===== src/rtl/cpu_control_fsm.sv =====
// Moore control sequencer for the simple RISC CPU: fetch, PC update, decode, execute.
// Every output is a pure decode of the state register, so opcode/op cannot glitch them.
module cpu_control_fsm #(
    parameter bit HALT_ON_ILLEGAL = 1'b1
) (
    input  logic       clk,
    input  logic       reset,
    input  logic [2:0] opcode,
    input  logic [1:0] op,
    output logic [2:0] nsel,
    output logic [1:0] vsel,
    output logic       write,
    output logic       loada,
    output logic       loadb,
    output logic       loadc,
    output logic       loads,
    output logic       asel,
    output logic       bsel,
    output logic       load_ir,
    output logic       load_pc,
    output logic       reset_pc,
    output logic       load_addr,
    output logic       addr_sel,
    output logic [1:0] mem_cmd,
    output logic       halted
);

    localparam logic [1:0] MNONE  = 2'b00;
    localparam logic [1:0] MREAD  = 2'b10;
    localparam logic [1:0] MWRITE = 2'b01;

    // opcode/op are only looked at in DEC, so each path through the shared
    // execute steps gets its own state to remember where it goes next.
    typedef enum logic [4:0] {
        S_RST, S_IF1, S_IF2, S_UPD, S_DEC, S_WIMM,
        S_GETA_ALU, S_GETA_CMP, S_GETA_LDR, S_GETA_STR,
        S_GETB_ALU, S_GETB_CMP, S_GETB_MOV,
        S_MOVC, S_ALU, S_CMP, S_WB,
        S_ADR_LDR, S_ADR_STR, S_LADR_LDR, S_LADR_STR,
        S_MRD, S_LWB, S_SGB, S_SMC, S_SWR, S_HALT
    } state_t;

    state_t state, state_nxt;

    always_ff @(posedge clk or negedge reset) begin
        if (!reset) state <= S_RST;
        else        state <= state_nxt;
    end

    always_comb begin
        state_nxt = state;
        case (state)
            S_RST:      state_nxt = S_IF1;
            S_IF1:      state_nxt = S_IF2;
            S_IF2:      state_nxt = S_UPD;
            S_UPD:      state_nxt = S_DEC;
            S_DEC: begin
                case ({opcode, op})
                    5'b110_10:            state_nxt = S_WIMM;
                    5'b110_00:            state_nxt = S_GETB_MOV;
                    5'b101_00, 5'b101_10: state_nxt = S_GETA_ALU;
                    5'b101_01:            state_nxt = S_GETA_CMP;
                    5'b101_11:            state_nxt = S_GETB_ALU;
                    5'b011_00:            state_nxt = S_GETA_LDR;
                    5'b100_00:            state_nxt = S_GETA_STR;
                    5'b111_00:            state_nxt = S_HALT;
                    default:              state_nxt = HALT_ON_ILLEGAL ? S_HALT : S_IF1;
                endcase
            end
            S_WIMM:     state_nxt = S_IF1;
            S_GETA_ALU: state_nxt = S_GETB_ALU;
            S_GETA_CMP: state_nxt = S_GETB_CMP;
            S_GETA_LDR: state_nxt = S_ADR_LDR;
            S_GETA_STR: state_nxt = S_ADR_STR;
            S_GETB_ALU: state_nxt = S_ALU;
            S_GETB_CMP: state_nxt = S_CMP;
            S_GETB_MOV: state_nxt = S_MOVC;
            S_MOVC:     state_nxt = S_WB;
            S_ALU:      state_nxt = S_WB;
            S_CMP:      state_nxt = S_IF1;
            S_WB:       state_nxt = S_IF1;
            S_ADR_LDR:  state_nxt = S_LADR_LDR;
            S_ADR_STR:  state_nxt = S_LADR_STR;
            S_LADR_LDR: state_nxt = S_MRD;
            S_LADR_STR: state_nxt = S_SGB;
            S_MRD:      state_nxt = S_LWB;
            S_LWB:      state_nxt = S_IF1;
            S_SGB:      state_nxt = S_SMC;
            S_SMC:      state_nxt = S_SWR;
            S_SWR:      state_nxt = S_IF1;
            S_HALT:     state_nxt = S_HALT;
            default:    state_nxt = S_RST;
        endcase
    end

    always_comb begin
        nsel      = 3'b000;
        vsel      = 2'b00;
        write     = 1'b0;
        loada     = 1'b0;
        loadb     = 1'b0;
        loadc     = 1'b0;
        loads     = 1'b0;
        asel      = 1'b0;
        bsel      = 1'b0;
        load_ir   = 1'b0;
        load_pc   = 1'b0;
        reset_pc  = 1'b0;
        load_addr = 1'b0;
        addr_sel  = 1'b0;
        mem_cmd   = MNONE;
        halted    = 1'b0;
        case (state)
            S_RST: begin
                reset_pc = 1'b1;
                load_pc  = 1'b1;
            end
            S_IF1: begin
                addr_sel = 1'b1;
                mem_cmd  = MREAD;
            end
            S_IF2: begin
                addr_sel = 1'b1;
                mem_cmd  = MREAD;
                load_ir  = 1'b1;
            end
            S_UPD:  load_pc = 1'b1;
            S_WIMM: begin
                nsel  = 3'b001;
                vsel  = 2'b10;
                write = 1'b1;
            end
            S_GETA_ALU, S_GETA_CMP, S_GETA_LDR, S_GETA_STR: begin
                nsel  = 3'b101;
                loada = 1'b1;
            end
            S_GETB_ALU, S_GETB_CMP, S_GETB_MOV: begin
                nsel  = 3'b010;
                loadb = 1'b1;
            end
            S_MOVC, S_SMC: begin
                asel  = 1'b1;
                loadc = 1'b1;
            end
            S_ALU:  loadc = 1'b1;
            S_CMP:  loads = 1'b1;
            S_WB: begin
                nsel  = 3'b100;
                vsel  = 2'b00;
                write = 1'b1;
            end
            S_ADR_LDR, S_ADR_STR: begin
                bsel  = 1'b1;
                loadc = 1'b1;
            end
            S_LADR_LDR, S_LADR_STR: load_addr = 1'b1;
            S_MRD:  mem_cmd = MREAD;
            S_LWB: begin
                mem_cmd = MREAD;
                nsel    = 3'b100;
                vsel    = 2'b11;
                write   = 1'b1;
            end
            // store data comes from Rd, so the decoder maps nsel 110 to readnum=Rd
            S_SGB: begin
                nsel  = 3'b110;
                loadb = 1'b1;
            end
            S_SWR:  mem_cmd = MWRITE;
            S_HALT: halted = 1'b1;
            default: ;
        endcase
    end

endmodule


===== config.mk =====
export PLATFORM = sky130hd
export DESIGN_NAME = cpu_control_fsm
export DESIGN_NICKNAME = d
export VERILOG_FILES = /design/src/rtl/cpu_control_fsm.sv
export SDC_FILE = /design/constraint.sdc
export NUM_CORES = 1
export LEC_CHECK = 0
export CORE_MARGIN = 5
export CORE_UTILIZATION = 40
export DETAILED_ROUTE_END_ITERATION = 10
export PLACE_DENSITY = 0.72
export SLEW_MARGIN = 20
export SYNTH_ARGS = -nofsm -noshare
export SYNTH_HDL_FRONTEND = slang
export SYNTH_SLANG_ARGS = --single-unit

===== constraint.sdc =====
create_clock -name clk -period 1.4 [get_ports clk]
set_input_delay 0.21 -clock clk [delete_from_list [all_inputs] [get_ports clk]]
set_output_delay 0.21 -clock clk [all_outputs]
set_load 0.005 [all_outputs]

==> flow_metrics.tcl, run 1 <==
set metrics [dict create \
    start_util 0.413 \
    io_buffers 26 \
    synth.area.top_cells "dfrtp_1, nor2_1, nand2b_1" \
    die_x_um 54.5 \
    failing_step "5_1_grt" \
    worstEpCategory "output port" \
    cts_max_level 1 \
    cts.sinks 5 \
    gp_congestion 0.896 \
    synthFlopType "dfrtp_1" \
    status "aborted with a tool error" \
    synth-edff-count 0 \
    synth_top_area_frac 0.158 \
    rows 16 \
    syn-num-nets 122 \
    yosysWarnings 0 \
    io_pins 27 \
    syn_area_per_cell_um2 6.90 \
    async_flop_share 1.00 \
    ys_types 40 \
    yosysSeqAreaShare 0.158 \
    clockBufferDepth 2 \
    synth_area_um2 793 \
    numCtsBuffers 3 \
    placedCellCount 195 \
    grt_start_max_net_pins 12 \
    die_height_um 54.5 \
    yosysTopAreaCell "dfrtp_1" \
    grt_worst_setup_endpoint "mem_cmd[1]" \
    dp.final_hpwl_um 2080 \
    clockRootBuffer "clkbuf_4" \
    yosys_register_bits 5 \
    tool.error "[ERROR DPL-0038] Utilization greater than 100%, impossible to legalize" \
    synth_cells 115 \
]
-- synthesized netlist by cell type, types with 2 or more instances --
master and instances:
a21oi_1 5, a31oi_1 4, a32oi_1 2, and2_1 2, and3_1 2, and3b_1 2
buf_2 7, buf_4 2, buf_6 2, dfrtp_1 5, inv_1 5, mux2i_1 2
nand2_1 11, nand2b_1 7, nand3_1 2, nand4_1 3, nor2_1 12, nor3_1 6
nor4_1 2, nor4bb_1 2, o21a_1 2, o21ai_0 2, o21ai_1 2, o22ai_1 6
xnor2_1 2, xor2_1 2
-- kinds of logic after synthesis --
logic type	Yosys count	synth area share
compound gates	33	0.290
xor+xnor	4	0.0442
buf+inv	17	0.121
flops	5	0.158
mux	2	0.0252
simple gates	54	0.361
-- repair_timing --
action,4_1_cts
resized for setup,146
setup buffers,22
gates cloned,0
hold buffers,0
pin swaps,21
setup endpoints to repair,23
-- through the flow --
stage | setup slack [ns] | utilization | hold WS [ns] | area [um^2]
global placement | -0.409 | 0.678 | 0.445 | 1300
floorplan | 0.0927 | - | -0.0856 | 793
CTS | -0.257 | 0.868 | 0.189 | 1670
detailed placement | -0.421 | 0.678 | 0.450 | 1300
==> run 2, diff against run 1 <==
--- a/config.mk
+++ b/config.mk
@@ -5,10 +5,10 @@
 export SDC_FILE = /design/constraint.sdc
 export NUM_CORES = 1
 export LEC_CHECK = 0
-export CORE_MARGIN = 5
-export CORE_UTILIZATION = 40
+export CORE_AREA = 5 5 66 68
 export DETAILED_ROUTE_END_ITERATION = 10
-export PLACE_DENSITY = 0.72
+export DIE_AREA = 0 0 71 73
+export PLACE_DENSITY_LB_ADDON = 0.15
 export SLEW_MARGIN = 20
 export SYNTH_ARGS = -nofsm -noshare
 export SYNTH_HDL_FRONTEND = slang
==> run 2 against run 1 <==
Compared with the run above:
- the flow now finishes, with violations (negative setup slack)
- area after synthesis unchanged
- synthesized cell count unchanged
==> flow_metrics.tcl, run 2 <==
set metrics [dict create \
    status "complete, but fails checks" \
    violations "negative setup slack" \
    synth.area.top_cells "dfrtp_1, nor2_1, nand2b_1" \
    p_total_mw 5.11 \
    clkPwrFrac 0.050 \
    grt_usage 0.152 \
    top_register "state" \
    p_per_area_nw_per_um2 2560 \
    slowest_delay_ns 0.46 \
    p_comb_frac 0.878 \
    clk_pin_slew_ns 0.03 \
    clk_latency_ns 0.22 \
    dieArea_um2 5180 \
    num-fill-cells 363 \
    p_seq_frac 0.072 \
    wire_per_inst_um 16.0 \
    wl_met2_um 2210 \
    largest_register_ffs 5 \
    hold_path.class "primary input to asynchronous set/reset pin" \
    dp.final_hpwl_um 2440 \
    ff2ff_setup_slack_ns -0.21 \
    syn_area_per_cell_um2 6.90 \
    holdWs_ns 0.221 \
    yosysSeqAreaShare 0.158 \
    synth_top_area_frac 0.158 \
    drv_cap 0 \
    gp_congestion 0.859 \
    cp.arrival_ns 1.48 \
    cp_common_cell "buf_6" \
    max_freq_mhz 593 \
    numCtsBuffers 3 \
    remaining_drc_errors 0 \
    fin_crit_sh 1.20 \
    finalHoldViolCount 0 \
    critical_path_class "register to output port" \
    worst_slew_pin_slew_ns 0.253 \
    grt_start_max_net_pins 9 \
    ys_types 40 \
    async_flop_share 1.00 \
    placed_cell_area_um2 1390 \
    coreArea_um2 3800 \
    fin_skew_ns 0.00110 \
    p_sw_frac 0.425 \
    critPathMaxFanout 5 \
    cts.sinks 5 \
    via_per_inst 4.96 \
    setup_viol 23 \
    syn-num-nets 122 \
    final_common_cell "buf_4" \
    cts-hold-fix-buffers 0 \
    grt_overflow 0 \
    ir_drop_uv 822 \
    start_util 0.209 \
    vias 1271 \
    cts_max_level 1 \
    switching_power_mw 2.18 \
    clockBufferDepth 2 \
    area_growth_pct 152 \
    synth_common_cells "nor2_1, nand2_1, buf_2, nand2b_1" \
    first_global_vias 1293 \
    timing.final.ws_setup_ns -0.286 \
    synthFlopType "dfrtp_1" \
    synth_area_um2 793 \
    postRouteAntennaNets 0 \
    drt_pre_antenna_iters 4 \
    clockRootBuffer "clkbuf_8" \
    grt_pass1_wl_um 6210 \
    slowest_stage "dfrtp_2" \
    crit_family "buffers and inverters" \
    antenna_found_initial 0 \
    layout_common_cells "buf_4, buf_6, buf_2" \
    min_period_ns 1.69 \
    drive_above_1_share 0.738 \
    reg_top3 "state (5)" \
    io_pins 27 \
    die_x_um 71 \
    final_max_slew_viol_count 0 \
    routed_wl_um 4110 \
    end_kind "output port" \
    worstSetupStartpointType "register" \
    yosysWarnings 0 \
    top_layer "met4" \
    io_buffers 26 \
    pre_cts_slack_ns -0.469 \
    nets 214 \
    slew-limit-headroom 0.831 \
    yosys_register_bits 5 \
    path_cells "buf_12, buf_6, buf_6, o32ai_2, buf_2" \
    cts_tree "built" \
    yosysTopAreaCell "dfrtp_1" \
    yosysMostFrequentCell "nor2_1" \
    die_height_um 73 \
    p_int_mw 2.94 \
    drt_iter0_markers 75 \
    synth_cells 115 \
    route.met3.wl_um 133 \
    critical_path_required_ns 1.19 \
    wl_met1_um 1710 \
    p_leak_nw 0.900 \
    tns_ns -4.22 \
    rows 23 \
    stdcell_area_um2 2000 \
    cp_num_buf_inv 4 \
    antennaDiodeCount 0 \
    synth-edff-count 0 \
    rsz0062_at_grt "yes" \
]
run 2: cell counts after synthesis:
Identical to the previous run, type by type.
run 2: power by group through the flow:
stage | Combinational (mW) | Sequential, mW | Clock, mW
global placement | 2.62 | 0.367 | 0
floorplan | 1.34 | 0.260 | 0
finish | 4.49 | 0.366 | 0.257
CTS | 3.85 | 0.365 | 0.269
detailed placement | 2.60 | 0.364 | 0
global route | 4.72 | 0.373 | 0.275
run 2: path summary, 6_finish.rpt:
| check | start | cells after the start | endpoint |
|---|---|---|---|
| max reg2reg | state[1] | 7 | state[1] |
| min in group clk | state[3] | 3 | state[4] |
| max in group asynchronous | reset | 1 | state[4] |
| min reg2reg | state[3] | 3 | state[4] |
| min | reset | 1 | state[1] |
| max | state[1] | 5 | nsel[2] |
run 2: cell families (layout without fill, tap and decap cells):
logic type	Yosys count	in the layout	share of synthesized area
and+or+nand+nor	54	54	0.361
AOI/OAI and AO/OA	33	33	0.290
buffers and inverters	17	108	0.121
DFF	5	5	0.158
xor gates and xnor gates	4	4	0.0442
muxes	2	2	0.0252
run 2: area by class of cell:
type	count	area (um^2)	area share
tap	50	62.6	0.0313
sequential	5	130	0.0651
clock buffer	4	45.0	0.0225
inverter	5	21.3	0.0106
multi-input combinational	93	881	0.441
timing repair buffer	99	860	0.430
run 2: what timing repair did:
| action | in CTS | in global routing |
|---|---|---|
| setup buffers | 24 | 6 |
| gates resized for setup | 158 | 28 |
| pin swaps | 26 | 10 |
| endpoints found under the hold margin | 0 | 0 |
| setup endpoints to repair | 24 | 25 |
run 2: through the flow:
stage | instances | util
final | 256 | 0.526
after global routing | 256 | 0.526
after CTS | 251 | 0.481
after detailed placement | 224 | 0.366
after global placement | 224 | 0.366
after floorplan | 115 | -
run 2: worst reg2reg max path: stages (launching register included):
cell and delay (ns):
dfrtp_2 0.46, buf_12 0.16, buf_6 0.13, buf_6 0.11
and3b_1 0.15, a31oi_1 0.15, nand4_1 0.12, a31oi_1 0.22
run 2: per-layer routing:
layer,up-vias,global-route usage
met5,-,0
met2,37,0.288
met3,6,0.0220
li1,604,-
met1,624,0.175
met4,0,0.0438
Note: power is estimated with default switching activity, not from simulation.
==> run 3, diff against run 2 <==
--- a/config.mk
+++ b/config.mk
@@ -8,6 +8,7 @@
 export CORE_AREA = 5 5 66 68
 export DETAILED_ROUTE_END_ITERATION = 10
 export DIE_AREA = 0 0 71 73
+export GPL_ROUTABILITY_DRIVEN = 1
 export PLACE_DENSITY_LB_ADDON = 0.15
 export SLEW_MARGIN = 20
 export SYNTH_ARGS = -nofsm -noshare
==> constraint.sdc (replaced) <==
create_clock -name clk -period 2.15 [get_ports clk]
set_input_delay 0.3225 -clock clk [delete_from_list [all_inputs] [get_ports clk]]
set_output_delay 0.3225 -clock clk [all_outputs]
set_load 0.005 [all_outputs]
==> run 3 against run 2 <==
Compared with the run above:
- the flow now finishes without violations
- cell area down 33%
- global-route usage is 5.0 points lower
- routed wire length decreased by 32%
- final cell count fell by 20%
- critical path type unchanged
- highest routed layer unchanged
==> flow_metrics.tcl, run 3 (synthesis results as in run 2) <==
set metrics [dict create \
    p_per_area_nw_per_um2 1510 \
    fin_crit_sh 0.975 \
    wire_per_inst_um 13.5 \
    rsz0062_at_grt "no" \
    rows 23 \
    ir_drop_uv 457 \
    crit_family "buffers and inverters" \
    min_period_ns 2.10 \
    path_cells "buf_4, or2b_4, o22ai_1, and3b_1, clkdlybuf4s50_1" \
    reg_top3 "state (5)" \
    worst_slew_pin_slew_ns 0.273 \
    die_x_um 71 \
    vias 1008 \
    cts.sinks 5 \
    cp_num_buf_inv 2 \
    grt_start_max_net_pins 16 \
    grt_usage 0.102 \
    antennaDiodeCount 0 \
    holdWs_ns 0.321 \
    postRouteAntennaNets 0 \
    largest_register_ffs 5 \
    max_freq_mhz 477 \
    clockRootBuffer "clkbuf_8" \
    critPathMaxFanout 7 \
    drv_cap 0 \
    routed_wl_um 2780 \
    final_max_slew_viol_count 0 \
    cp.arrival_ns 1.77 \
    drt_pre_antenna_iters 4 \
    die_height_um 73 \
    antenna_found_initial 0 \
    dieArea_um2 5180 \
    coreArea_um2 3800 \
    cts_tree "built" \
    dp.final_hpwl_um 2070 \
    cts_max_level 1 \
    io_pins 27 \
    start_util 0.209 \
    worstSetupStartpointType "register" \
    area_growth_pct 69.2 \
    num-fill-cells 412 \
    remaining_drc_errors 0 \
    grt_overflow 0 \
    critical_path_class "register to output port" \
    p_leak_nw 0.539 \
    clk_pin_slew_ns 0.04 \
    numCtsBuffers 3 \
    setup_viol 0 \
    nets 163 \
    drive_above_1_share 0.277 \
    top_register "state" \
    finalHoldViolCount 0 \
    via_per_inst 4.92 \
    end_kind "output port" \
    final_common_cell "clkdlybuf4s50_1" \
    status "finished clean" \
    fin_skew_ns 0.00345 \
    critical_path_required_ns 1.83 \
    clockBufferDepth 2 \
    clk_latency_ns 0.22 \
    drt_iter0_markers 60 \
    first_global_vias 931 \
    grt_pass1_wl_um 4310 \
    gp_congestion 0.815 \
    hold_path.class "primary input to asynchronous set/reset pin" \
    fin_util 0.353 \
    io_buffers 26 \
    slowest_delay_ns 0.49 \
    cts-hold-fix-buffers 0 \
    slew-limit-headroom 0.818 \
    layout_common_cells "clkdlybuf4s50_1, buf_4, nand2_1, nor2_1, nand2b_1" \
    slowest_stage "clkdlybuf4s50_1" \
]
## run 3: cell count changes in the layout (fill, tap and decap cells not counted), moves of 5 or more
cell / change
nand2_2: -5
nand2_1: +6
nand2b_4: -6
buf_6: -28
buf_2: -19
clkdlybuf4s50_1: +17
nand2b_1: +6
buf_4: -23
## run 3: per-stage QoR
stage	cell area, um^2	power [mW]	std cells	TNS (ns)	worst slack, ns
floorplan	793	1.04	115	0	0.730
CTS	1220	1.84	200	-0.0297	-0.0158
detailed placement	1160	1.62	195	0	0.0867
global placement	1160	1.63	195	0	0.0726
global route	1340	2.20	205	0	0.000594
finish	1340	2.03	205	0	0.0537
## run 3: final timing paths
check | from | endpoint | slack, ns | cells after the start
max | state[4] | asel | 0.05 | 5
max reg2reg | state[0] | state[4] | 0.75 | 5
min in group clk | state[3] | state[1] | 0.72 | 3
max in group asynchronous | reset | state[0] | 1.63 | 1
min | reset | state[1] | 0.32 | 1
min reg2reg | state[3] | state[1] | 0.72 | 3
## run 3: what timing repair did
item	in CTS	in global routing
pin swaps	1	2
setup endpoints to repair	19	15
setup buffers	1	5
gates cloned	0	0
gates resized for setup	8	19
## run 3: metal layers
| layer | global-route usage | wire, um | vias to the layer above |
|---|---|---|---|
| li1 | - | - | 505 |
| met1 | 0.131 | 1250 | 470 |
| met2 | 0.175 | 1360 | 31 |
| met3 | 0.0248 | 151 | 2 |
| met4 | 0.0188 | 13 | 0 |
| met5 | 0 | 0 | - |
## run 3: power by group
| group | leakage (nW) | internal (mW) | switching [mW] |
|---|---|---|---|
| Clock | 0.0228 | 0.127 | 0.0428 |
| Combinational | 0.460 | 0.856 | 0.762 |
| Sequential | 0.0557 | 0.151 | 0.0866 |
| Total | 0.539 | 1.13 | 0.891 |
## run 3: cell type report
class | count | area, um^2 | area share
Clock buffer | 4 | 45.0 | 0.0336
Inverter | 5 | 18.8 | 0.0140
Multi-Input combinational cell | 93 | 632 | 0.471
Sequential cell | 5 | 131 | 0.0979
Tap cell | 50 | 62.6 | 0.0466
Timing Repair Buffer | 48 | 453 | 0.337
